<file path="config.mk">
export PLATFORM = sky130hd
export DESIGN_NAME = delay_slot_arbiter
export DESIGN_NICKNAME = d
export VERILOG_FILES = /design/src/rtl/delay_slot_arbiter.sv
export SDC_FILE = /design/constraint.sdc
export NUM_CORES = 1
export LEC_CHECK = 0
export ABC_AREA = 1
export CAP_MARGIN = 20
export CORE_MARGIN = 10
export CORE_UTILIZATION = 50
export CTS_CLUSTER_DIAMETER = 150
export DETAILED_ROUTE_END_ITERATION = 12
export GPL_TIMING_DRIVEN = 0
export PLACE_DENSITY = 0.85
export SYNTH_ARGS = -nofsm -noshare
export SYNTH_HDL_FRONTEND = slang
export SYNTH_SLANG_ARGS = --single-unit
</file>
<file path="constraint.sdc">
create_clock -name clock -period 2 [get_ports clock]
set_input_delay 0.5 -clock clock [delete_from_list [all_inputs] [get_ports clock]]
set_output_delay 0.5 -clock clock [all_outputs]
set_load 0.1 [all_outputs]
</file>
<file path="src/rtl/delay_slot_arbiter.sv">
// rtl/delay_slot_arbiter.sv - round-robin arbiter sharing one tick counter among timed-interval requesters
module delay_slot_arbiter #(
  parameter int NREQ = 4,
  parameter int W    = 6
) (
  input  logic              clock,
  input  logic              clr,
  input  logic              tick,
  input  logic [NREQ-1:0]   req,
  input  logic [NREQ*W-1:0] len,
  output logic [NREQ-1:0]   grant,
  output logic [NREQ-1:0]   done,
  output logic              busy,
  output logic [W-1:0]      count
);

  localparam int PW = $clog2(NREQ);

  typedef enum logic [1:0] {
    S_IDLE = 2'd0,
    S_LOAD = 2'd1,
    S_RUN  = 2'd2,
    S_FIN  = 2'd3
  } state_t;

  state_t          r_state;
  logic [NREQ-1:0] r_grant;
  logic [NREQ-1:0] r_done;
  logic [W-1:0]    r_count;
  logic [W-1:0]    r_len_q;
  logic [PW-1:0]   r_ptr;
  logic [PW-1:0]   r_owner;

  logic            w_any_req;
  logic [PW-1:0]   w_sel;
  logic [PW-1:0]   w_idx;
  logic [NREQ-1:0] w_sel_onehot;
  logic [W-1:0]    w_len_own;
  logic            w_own_req;
  logic [W-1:0]    w_count_inc;
  logic            w_last_tick;

  assign w_any_req    = |req;
  assign w_sel_onehot = NREQ'(1) << w_sel;
  assign w_own_req    = req[r_owner];
  assign w_count_inc  = r_count + W'(1);
  assign w_last_tick  = (w_count_inc == r_len_q);

  // Round-robin pick: first requester at or above r_ptr, wrapping; smallest offset wins
  always_comb begin
    w_sel = r_ptr;
    w_idx = '0;
    for (int i = NREQ - 1; i >= 0; i--) begin
      w_idx = r_ptr + PW'(i);
      if (req[w_idx]) begin
        w_sel = w_idx;
      end
    end
  end

  // Interval length of the current owner, selected with constant slices
  always_comb begin
    w_len_own = '0;
    for (int i = 0; i < NREQ; i++) begin
      if (r_owner == PW'(i)) begin
        w_len_own = len[i*W +: W];
      end
    end
  end

  // Arbiter state machine; done is a one-cycle pulse set on entry to FIN
  always_ff @(posedge clock or posedge clr) begin
    if (clr) begin
      r_state <= S_IDLE;
      r_grant <= '0;
      r_done  <= '0;
      r_count <= '0;
      r_len_q <= '0;
      r_ptr   <= '0;
      r_owner <= '0;
    end else begin
      r_done <= '0;
      case (r_state)
        S_IDLE: begin
          if (w_any_req) begin
            r_grant <= w_sel_onehot;
            r_owner <= w_sel;
            r_state <= S_LOAD;
          end
        end
        S_LOAD: begin
          if (!w_own_req) begin
            // owner withdrew before the interval started
            r_state <= S_IDLE;
            r_grant <= '0;
            r_count <= '0;
            r_ptr   <= r_owner + PW'(1);
          end else begin
            r_len_q <= w_len_own;
            r_count <= '0;
            if (w_len_own == '0) begin
              r_state <= S_FIN;
              r_done  <= r_grant;
            end else begin
              r_state <= S_RUN;
            end
          end
        end
        S_RUN: begin
          if (!w_own_req) begin
            // abort takes priority over a coincident final tick
            r_state <= S_IDLE;
            r_grant <= '0;
            r_count <= '0;
            r_ptr   <= r_owner + PW'(1);
          end else if (tick) begin
            if (w_last_tick) begin
              // count holds at len_q-1 so it never reaches or wraps past len_q
              r_state <= S_FIN;
              r_done  <= r_grant;
            end else begin
              r_count <= w_count_inc;
            end
          end
        end
        S_FIN: begin
          r_state <= S_IDLE;
          r_grant <= '0;
          r_count <= '0;
          r_ptr   <= r_owner + PW'(1);
        end
        default: begin
          r_state <= S_IDLE;
          r_grant <= '0;
          r_count <= '0;
        end
      endcase
    end
  end

  assign grant = r_grant;
  assign done  = r_done;
  assign busy  = (r_state != S_IDLE);
  assign count = r_count;

endmodule

</file>
==> results.ini, run 1 <==
[setup_path]
slowest_delay_ns = 0.86
end_kind = output pin
worstPathArrival_ns = 1.47
path_cells = dlygate4sd2_1
path_max_fanout = 1
path_class = reg -> out
cp-start-kind = flop
crit_family = buffers and inverters
cp.required_ns = 1.50
cp.buffers_inverters = 1
slowest_stage = dlygate4sd2_1

[clock_network]
hold_buffers = 0
htree_levels = 1
numCtsBuffers = 3
max-clock-path-buffers = 2
cts.sink_count = 26
path_clk_slew_ns = 0.09
root_buffer = clkbuf_8
clk_latency_ns = 0.27
cts_tree = built
post_cts_buffers = 0

[synth]
yosysUniqueCellTypes = 28
synth-seq-cells = 26
synth_area_mm2 = 0.002125
syn_inst = 318
synth.avg_cell_area_um2 = 6.681
synth_warnings = 0
synth_nets = 358
synth_seq_area_share = 0.3062

[global_route]
antenna_found_initial = 0
grt_pass1_vias = 2090
grtUsageTotal = 0.1404
grt_max_degree = 27
grt_pass1_wl_um = 8901
grt-ovfl-total = 0

[sta]
tightest_slew_ns = 0.9687
relSlewSlack = 0.3567
fmax_mhz = 507.5
grt_setup_unrepaired = false
finalClockSkew_ns = 0.005458
fin_crit_sh = 0.9851
finalSetupTns_ns = 0
hold_viol = 0
slew_violations = 0
min_period_ns = 1.970
finalSetupViolCount = 0

[final_layout]
area_growth_pct = 28.86
final_common_cell = nand2_1
antenna_cells = 0
layout_common_cells = nand2_1 (116), inv_1 (41), nand3_1 (33)
nets = 409
fill_cells = 363
drive_gt1_frac = 0.1821
utilization = 0.6747
design_area_mm2 = 0.002738
seqCellArea_um2 = 658.1
multi_input_area_mm2 = 0.001275

[hold_path]
min_path_type = reg -> reg

[floorplan]
core-area_mm2 = 0.004058
fp.dieW_um = 85.19
ios = 46
num_rows = 23
die_area_mm2 = 0.007256
initial_core_util = 0.5236
fp.dieH_um = 85.19

[drt]
vias = 2118
wire_per_inst_um = 12.48
totalWireLength_um = 5218
drc_errors = 0
drt-pass1-iter-count = 4
viasPerCell = 5.067
ant_nets = 0
drt_iter0_markers = 110

[run]
max-cap-violations = 0

[pwr]
ir_drop_mv = 1.180
p_leak_nw = 1.391
power.density_mw_per_mm2 = 1397

[status]
status = completed

[placement]
globalplace.congestion = 0.8661
dp_hpwl_um = 4140
placedInstanceArea_mm2 = 0.002644
port_buffers = 45

==> sequential cells by signal (all words and copies together) (netlist names) <==
name     cells
done         4
r_ptr        2
r_len_q      6
grant        4
r_owner      2
count        6
r_state      2
==> final timing paths <==
check | startpoint | end | slack [ns] | cells past startpoint
hold / removal | r_len_q[0]$_DFFE_PP0P_ | r_len_q[0]$_DFFE_PP0P_ | 0.52 | 2
setup reg to reg | r_owner[1]$_DFFE_PP0P_ | r_state[0]$_DFFE_PP0P_ | 0.21 | 11
setup / recovery | done[2]$_DFF_PP0_ | done[2] | 0.03 | 1
min in group asynchronous | clr | done[2]$_DFF_PP0_ | 0.55 | 2
hold reg to reg | r_len_q[0]$_DFFE_PP0P_ | r_len_q[0]$_DFFE_PP0P_ | 0.52 | 2
max in group asynchronous | clr | r_owner[0]$_DFFE_PP0P_ | 0.99 | 3
==> cells in the mapped netlist (all sizes together) <==
master,n,area [µm²]
o21a,1,7.510
buf,4,33.78
nand4,4,31.28
inv,46,175.2
xnor2,1,8.760
dfrtp,26,650.6
ha,9,112.6
nand3,40,242.7
or2,4,25.02
a21boi,1,11.26
o211ai,1,7.510
nand3b,1,7.510
nor2,22,120.1
nand2,130,535.5
o21ai,14,73.82
a21oi,14,81.33
==> timing repair <==
action | CTS | global route
endpoints found under the setup margin | 15 | 10
pin swaps | 0 | 0
gates resized for setup | 37 | 9
endpoints found under the hold margin | 0 | 0
==> metal layers <==
layer,routed length [µm],up-vias,global-route usage
met4,29,0,0.02395
met3,264,4,0.03633
met5,0,-,0
met2,2615,45,0.2548
met1,2308,970,0.1621
li1,-,1099,-
==> metrics by stage <==
step	instances	hold slack (ns)	setup slack (ns)	total power [mW]
after floorplan	318	0.4746	0.08140	2.917
after global placement	413	0.4961	-0.4652	3.389
after detailed placement	413	0.5085	-0.4867	3.467
after CTS	417	0.5304	0.006599	3.808
after global routing	418	0.5663	0.004203	4.219
final	418	0.5233	0.02971	3.824
==> cells by family after synthesis <==
kind of cell    share of synthesized area
simple gates                       0.4529
xor+xnor                         0.004123
compound gates                    0.08540
buf+inv                           0.09835
flops                              0.3062
fa+ha+maj                         0.05300
==> where the power goes <==
| part | internal, mW | leakage, nW | total [mW] | switching (mW) |
|---|---|---|---|---|
| Clock | 0.176 | 0.0288 | 0.342 | 0.166 |
| Sequential | 0.689 | 0.330 | 0.853 | 0.164 |
| Combinational | 0.869 | 1.03 | 2.63 | 1.76 |
==> cell type report <==
cell class,count,area share
plain buffers,4,0.01234
multi-input cells,242,0.4657
flip-flops and latches,26,0.2404
inverters,46,0.06399
well taps,50,0.02285
repair buffers,46,0.1746
clock buffers,4,0.02011
(Power assumes the default switching activity.)
==> inputs of run 2 (changes only) <==
CORE_UTILIZATION = 51   (was 50)
PLACE_DENSITY = 0.86   (was 0.85)
clock period = 1.9 ns   (was 2 ns; I/O delays follow)
==> results.ini, run 2 (synthesis results as in run 1) <==
[clock_network]
numCtsBuffers = 3  ; unchanged
htree_levels = 1  ; unchanged
clk_latency_ns = 0.28  ; about the same
max-clock-path-buffers = 2  ; unchanged
root_buffer = clkbuf_8
cts_tree = built
hold_buffers = 0  ; unchanged
cts.sink_count = 26  ; unchanged
path_clk_slew_ns = 0.09  ; about the same

[setup_path]
slowest_stage = dfrtp_4
cp-start-kind = flop
cp.required_ns = 1.42  ; -0.08 ns
r2r-start = count[1]$_DFFE_PP0P_
crit_family = buffers and inverters
worstPathArrival_ns = 1.39  ; -0.08 ns
path_class = reg -> out
path_max_fanout = 4  ; +3
path_cells = buf_4 > clkdlybuf4s15_2
cp.buffers_inverters = 2  ; +1
slowest_delay_ns = 0.49  ; -0.37 ns
critPathLaunch = count[1]$_DFFE_PP0P_
end_kind = output pin

[status]
status = completed

[sta]
hold_viol = 0  ; unchanged
fin_crit_sh = 0.9799
hold_slack_ns = 0.5154  ; -0.007905 ns
finalSetupTns_ns = 0  ; unchanged
relSlewSlack = 0.6257  ; +0.2690
grt_setup_unrepaired = true
tightest_slew_ns = 0.5641  ; -0.4046 ns
slew_violations = 0  ; unchanged
fmax_mhz = 537.1
min_period_ns = 1.862
finalClockSkew_ns = 0.01044  ; +0.004983 ns
finalSetupViolCount = 0  ; unchanged

[final_layout]
antenna_cells = 0  ; unchanged
area_growth_pct = 32.63
nets = 413  ; +0.98%
seqCellArea_um2 = 661.9  ; +0.57%
drive_gt1_frac = 0.2285  ; +0.04643
multi_input_area_mm2 = 0.001296  ; +1.7%
final_common_cell = nand2_1
fill_cells = 344  ; -5.2%
layout_common_cells = nand2_1 (115), inv_1 (37), nand3_1 (33)

[floorplan]
fp.dieH_um = 84.54  ; -0.76%
die_area_mm2 = 0.007147  ; -1.5%
ios = 46  ; unchanged
num_rows = 23  ; unchanged
fp.dieW_um = 84.54  ; -0.76%
core-area_mm2 = 0.004029  ; -0.71%
initial_core_util = 0.5273  ; +0.003740

[drt]
viasPerCell = 5.043  ; -0.48%
drt-pass1-iter-count = 4  ; unchanged
vias = 2128  ; +0.47%
drt_iter0_markers = 151  ; +37%
ant_nets = 0  ; unchanged
drc_errors = 0  ; unchanged
wire_per_inst_um = 12.52  ; +0.30%
totalWireLength_um = 5284  ; +1.3%

[global_route]
grtUsageTotal = 0.1450  ; +0.004645
grt_pass1_wl_um = 9039  ; +1.6%
grt-ovfl-total = 0  ; unchanged
grt_pass1_vias = 2030  ; -2.9%
antenna_found_initial = 0  ; unchanged
grt_max_degree = 27  ; unchanged

[hold_path]
worstHoldStart = r_len_q[1]$_DFFE_PP0P_
min_path_type = reg -> reg

[placement]
globalplace.congestion = 0.8823  ; +1.9%
dp_hpwl_um = 4167  ; +0.64%
port_buffers = 45  ; unchanged

[pwr]
power.density_mw_per_mm2 = 1489  ; +6.6%
ir_drop_mv = 1.174  ; -0.57%
p_leak_nw = 1.400  ; +0.64%

[run]
max-cap-violations = 0  ; unchanged

==> run 2: cell types whose count changed in the layout (fill, tap and decap cells not counted), moves of 2 or more <==
cell / before / now
buf_4: 4 / 7
clkdlybuf4s15_2: 8 / 13
inv_1: 41 / 37
dlygate4sd2_1: 2 / 0
clkdlybuf4s15_1: 3 / 0
inv_2: 4 / 7
==> run 2: what timing repair did <==
action                                  CTS  global route
setup buffers                             0             4
endpoints found under the setup margin   16            14
gates resized for setup                  51            15
==> run 2: tightest hold or removal path: stages (launching register included) <==
cell	delay, ns
dfrtp_1	0.37
nand2_1	0.05
o21ai_0	0.06
==> run 2: worst paths after layout <==
| path | endpoint | slack (ns) | cells after the start |
|---|---|---|---|
| setup / recovery | count[1] | 0.04 | 2 |
| hold / removal | r_len_q[1]$_DFFE_PP0P_ | 0.52 | 2 |
| setup reg to reg | r_state[0]$_DFFE_PP0P_ | 0.13 | 12 |
| hold reg to reg | r_len_q[1]$_DFFE_PP0P_ | 0.52 | 2 |
| max in group asynchronous | r_owner[0]$_DFFE_PP0P_ | 0.91 | 3 |
| min in group asynchronous | r_len_q[2]$_DFFE_PP0P_ | 0.53 | 2 |
==> run 2: final cells by class <==
cell class / instances / share of cell area
well taps: 50 / 0.02220
clock buffers: 4 / 0.01954
multi-input cells: 242 / 0.4600
inverters: 46 / 0.06350
repair buffers: 50 / 0.1878
plain buffers: 4 / 0.01199
flip-flops and latches: 26 / 0.2349
==> run 2: routing by layer <==
metal	GRT usage	up-vias	routed length, µm
met2	0.2793	48	2902
li1	-	1105	-
met1	0.1546	967	2112
met4	0.03293	0	61
met3	0.03188	8	206
met5	0	-	0
==> run 2: power by group <==
| group | internal, mW | switching (mW) |
|---|---|---|
| combinational | 1.02 | 1.90 |
| sequential | 0.731 | 0.175 |
| clock | 0.186 | 0.180 |
==> run 2: through the flow <==
| stage | std cells | total power, mW | worst slack (ns) | cell area [µm²] | utilization |
|---|---|---|---|---|---|
| floorplan | 318 | 3.075 | 0.02311 | 2133 | - |
| global placement | 413 | 3.564 | -0.5323 | 2646 | 0.6568 |
| detailed placement | 413 | 3.641 | -0.5592 | 2646 | 0.6568 |
| CTS | 417 | 4.030 | 0.002263 | 2726 | 0.6767 |
| global route | 422 | 4.618 | -0.01461 | 2818 | 0.6994 |
| finish | 422 | 4.196 | 0.03810 | 2818 | 0.6994 |
==> inputs of run 3 (changes only) <==
ABC_AREA = default   (was 1)
CORE_UTILIZATION = 49   (was 51)
==> results.ini, run 3 <==
[drt]
totalWireLength_um = 5485  ; +3.8%
ant_nets = 0  ; unchanged
viasPerCell = 5.830  ; +16%
drt-pass1-iter-count = 4  ; unchanged
vias = 1854  ; -13%
drt_iter0_markers = 165  ; +9.3%
drc_errors = 0  ; unchanged
wire_per_inst_um = 17.25  ; +38%

[sta]
finalClockSkew_ns = 0.002321  ; -0.008119 ns
fin_crit_sh = 1.122  ; +0.1417
worst_slack_ns = -0.2312  ; -0.2693 ns
hold_slack_ns = 0.4445  ; -0.07089 ns
relSlewSlack = 0.3642  ; -0.2615
min_period_ns = 2.131  ; +0.2693 ns
slew_violations = 0  ; unchanged
hold_viol = 0  ; unchanged
tightest_slew_ns = 0.9575  ; +0.3934 ns
grt_setup_unrepaired = true
fmax_mhz = 469.2  ; -13%
finalSetupViolCount = 14  ; +14

[clock_network]
cts_tree = built
numCtsBuffers = 3  ; unchanged
htree_levels = 1  ; unchanged
cts.sink_count = 26  ; unchanged
max-clock-path-buffers = 2  ; unchanged
path_clk_slew_ns = 0.09  ; about the same
hold_buffers = 0  ; unchanged
root_buffer = clkbuf_8
clk_latency_ns = 0.27  ; about the same

[floorplan]
num_rows = 22  ; -4.3%
fp.dieH_um = 81.06  ; -4.1%
ios = 46  ; unchanged
core-area_mm2 = 0.003633  ; -9.8%
fp.dieW_um = 81.06  ; -4.1%
initial_core_util = 0.5028  ; -0.02457
die_area_mm2 = 0.006570  ; -8.1%

[synth]
async_flop_share = 1.000  ; unchanged
synth_warnings = 0  ; unchanged
synth-seq-cells = 26  ; unchanged
synth_compound_area_frac = 0.2486  ; +0.1632
synthFlopType = dfrtp_1
synth.avg_cell_area_um2 = 8.955  ; +34%
synth_nets = 244  ; -32%
synth-simple-area-share = 0.2137  ; -0.2392
yosysUniqueCellTypes = 54  ; +93%
synth_adder_area_share = 0.06164  ; +0.008640
yosys.area.top_type_share = 0.3562  ; +0.04992
synthXorXnorAreaFrac = 0.02877  ; +0.02464
synth_seq_area_share = 0.3562  ; +0.04992
syn_inst = 204  ; -36%
synth_common_cells = nand2_1 (31), dfrtp_1 (26), inv_1 (11)
muxShareOfSynthArea = 0.04863  ; +0.04863
synth_top_family_by_area = compound AO/OA/AOI/OAI gates
synthTopCellsByArea = dfrtp_1 (36%), nand2_1 (6.4%), ha_1 (6.2%)
synth.largest_area_cell = dfrtp_1
synth_area_mm2 = 0.001827  ; -14%
synth_most_common_cell = nand2_1
synth_edf_count = 0  ; unchanged

[setup_path]
worstPathArrival_ns = 2.29  ; +0.90 ns
path_class = reg -> reg
reg2reg_depth = 8  ; -4
r2r-start = count[2]$_DFFE_PP0P_
slowest_delay_ns = 0.42  ; -0.07 ns
crit_family = compound AO/OA/AOI/OAI gates
critPathLaunch = count[2]$_DFFE_PP0P_
cp-endpoint = r_state[1]$_DFFE_PP0P_
cp.required_ns = 2.06  ; +0.64 ns
path_max_fanout = 3  ; -1
r2r-end = r_state[1]$_DFFE_PP0P_
slowest_stage = dfrtp_4
cp-start-kind = flop
reg2reg_slack_ns = -0.23  ; -0.36 ns
end_kind = flop
path_cells = buf_6 > nand3_4 > or3_4 > a2111oi_4 > buf_4 > nand3_2 > mux2i_1 > a221o_1
cp.depth = 8  ; +6
cp.buffers_inverters = 2  ; unchanged

[final_layout]
area_growth_pct = 49.38
layout_common_cells = nand2_1 (29), clkdlybuf4s50_1 (26), dfrtp_1 (19)
drive_gt1_frac = 0.2926  ; +0.06410
antenna_cells = 0  ; unchanged
fill_cells = 247  ; -28%
nets = 311  ; -25%
layout.cells.non_filler = 318  ; -25%
final_common_cell = nand2_1

[global_route]
grt_max_degree = 27  ; unchanged
grtUsageTotal = 0.1663  ; +0.02124
grt-ovfl-total = 0  ; unchanged
grt_pass1_vias = 1839  ; -9.4%
grt_pass1_wl_um = 8845  ; -2.1%
antenna_found_initial = 0  ; unchanged

[placement]
port_buffers = 45  ; unchanged
globalplace.congestion = 0.8420  ; -4.6%
dp_hpwl_um = 3880  ; -6.9%
dpl.cell_count = 297  ; -28%

[pwr]
ir_drop_mv = 1.117  ; -4.8%
p_leak_nw = 1.189  ; -15%
seq_power_share = 0.241  ; +0.025
combPwrFrac = 0.673  ; -0.024
cellInternalPower_mw = 1.910  ; -1.6%
p_sw_mw = 1.834  ; -19%
power.density_mw_per_mm2 = 1372  ; -7.9%
switching_share = 0.4897  ; -0.04773
clockPowerShare = 0.087  ; about the same

[status]
status = complete, but fails checks
violations = negative setup slack

[run]
max-cap-violations = 0  ; unchanged

[hold_path]
min_path_type = in -> async

[run 3: stage by stage]
stage / area [µm²] / setup TNS (ns) / util / setup slack (ns) / total power, mW
2_1_floorplan: 1874 / -3.060 / - / -0.4271 / 2.477
3_3_place_gp: 2385 / -12.75 / 0.6563 / -0.6381 / 2.916
3_5_place_dp: 2385 / -13.51 / 0.6563 / -0.6548 / 2.977
4_1_cts: 2603 / -1.649 / 0.7163 / -0.2308 / 3.484
5_1_grt: 2729 / -3.232 / 0.7510 / -0.3096 / 3.993
6_report: 2729 / -1.952 / 0.7510 / -0.2312 / 3.744
[run 3: power groups by stage]
stage,clock network (mW),registers (mW),logic [mW]
global route,0.346,0.919,2.73
detailed placement,0,0.913,2.06
global placement,0,0.907,2.01
finish,0.325,0.901,2.52
floorplan,0,1.13,1.34
CTS,0.323,0.889,2.27
[run 3: layout make-up]
type / count / area (µm²) / share of cell area
Buffer: 5 / 46.29 / 0.01696
Clock buffer: 4 / 45.04 / 0.01651
Inverter: 12 / 45.04 / 0.01651
Multi-Input combinational cell: 159 / 1247 / 0.4571
Sequential cell: 26 / 671.9 / 0.2462
Tap cell: 48 / 60.06 / 0.02201
Timing Repair Buffer: 64 / 613.1 / 0.2247
[run 3: how the worst min path moves through the flow]
stage               cells after the start                      to                    from  slack, ns
floorplan                               1  r_len_q[1]$_DFFE_PP0P_  r_len_q[1]$_DFFE_PP0P_       0.47
global placement                        1  r_len_q[1]$_DFFE_PP0P_  r_len_q[1]$_DFFE_PP0P_       0.48
detailed placement                      1  r_len_q[1]$_DFFE_PP0P_  r_len_q[1]$_DFFE_PP0P_       0.49
CTS                                     2  r_len_q[0]$_DFFE_PP0P_  r_len_q[0]$_DFFE_PP0P_       0.51
global route                            2    count[0]$_DFFE_PP0P_                     clr       0.48
finish                                  2    count[3]$_DFFE_PP0P_                     clr       0.44
[run 3: what timing repair did]
action,in CTS,in global routing
pin swaps,9,12
endpoints found under the setup margin,36,17
gates resized for setup,65,22
setup buffers,15,3
[run 3: cells by family (layout without fill, tap and decap cells)]
logic type | after synthesis | count (layout)
flip-flops | 26 | 26
AND/OR/NAND/NOR | 75 | 75
adder cells (fa/ha/maj) | 9 | 9
XOR/XNOR | 6 | 6
buffers and inverters | 19 | 85
AO/OA/AOI/OAI | 62 | 62
multiplexers | 7 | 7
[run 3: per-layer routing]
metal  part of all wire  routed length [µm]  track usage
met2               0.53                2932       0.3129
met5                  0                   0            0
met3              0.046                 253      0.01987
met4              0.017                  93      0.03633
met1               0.40                2206       0.1958
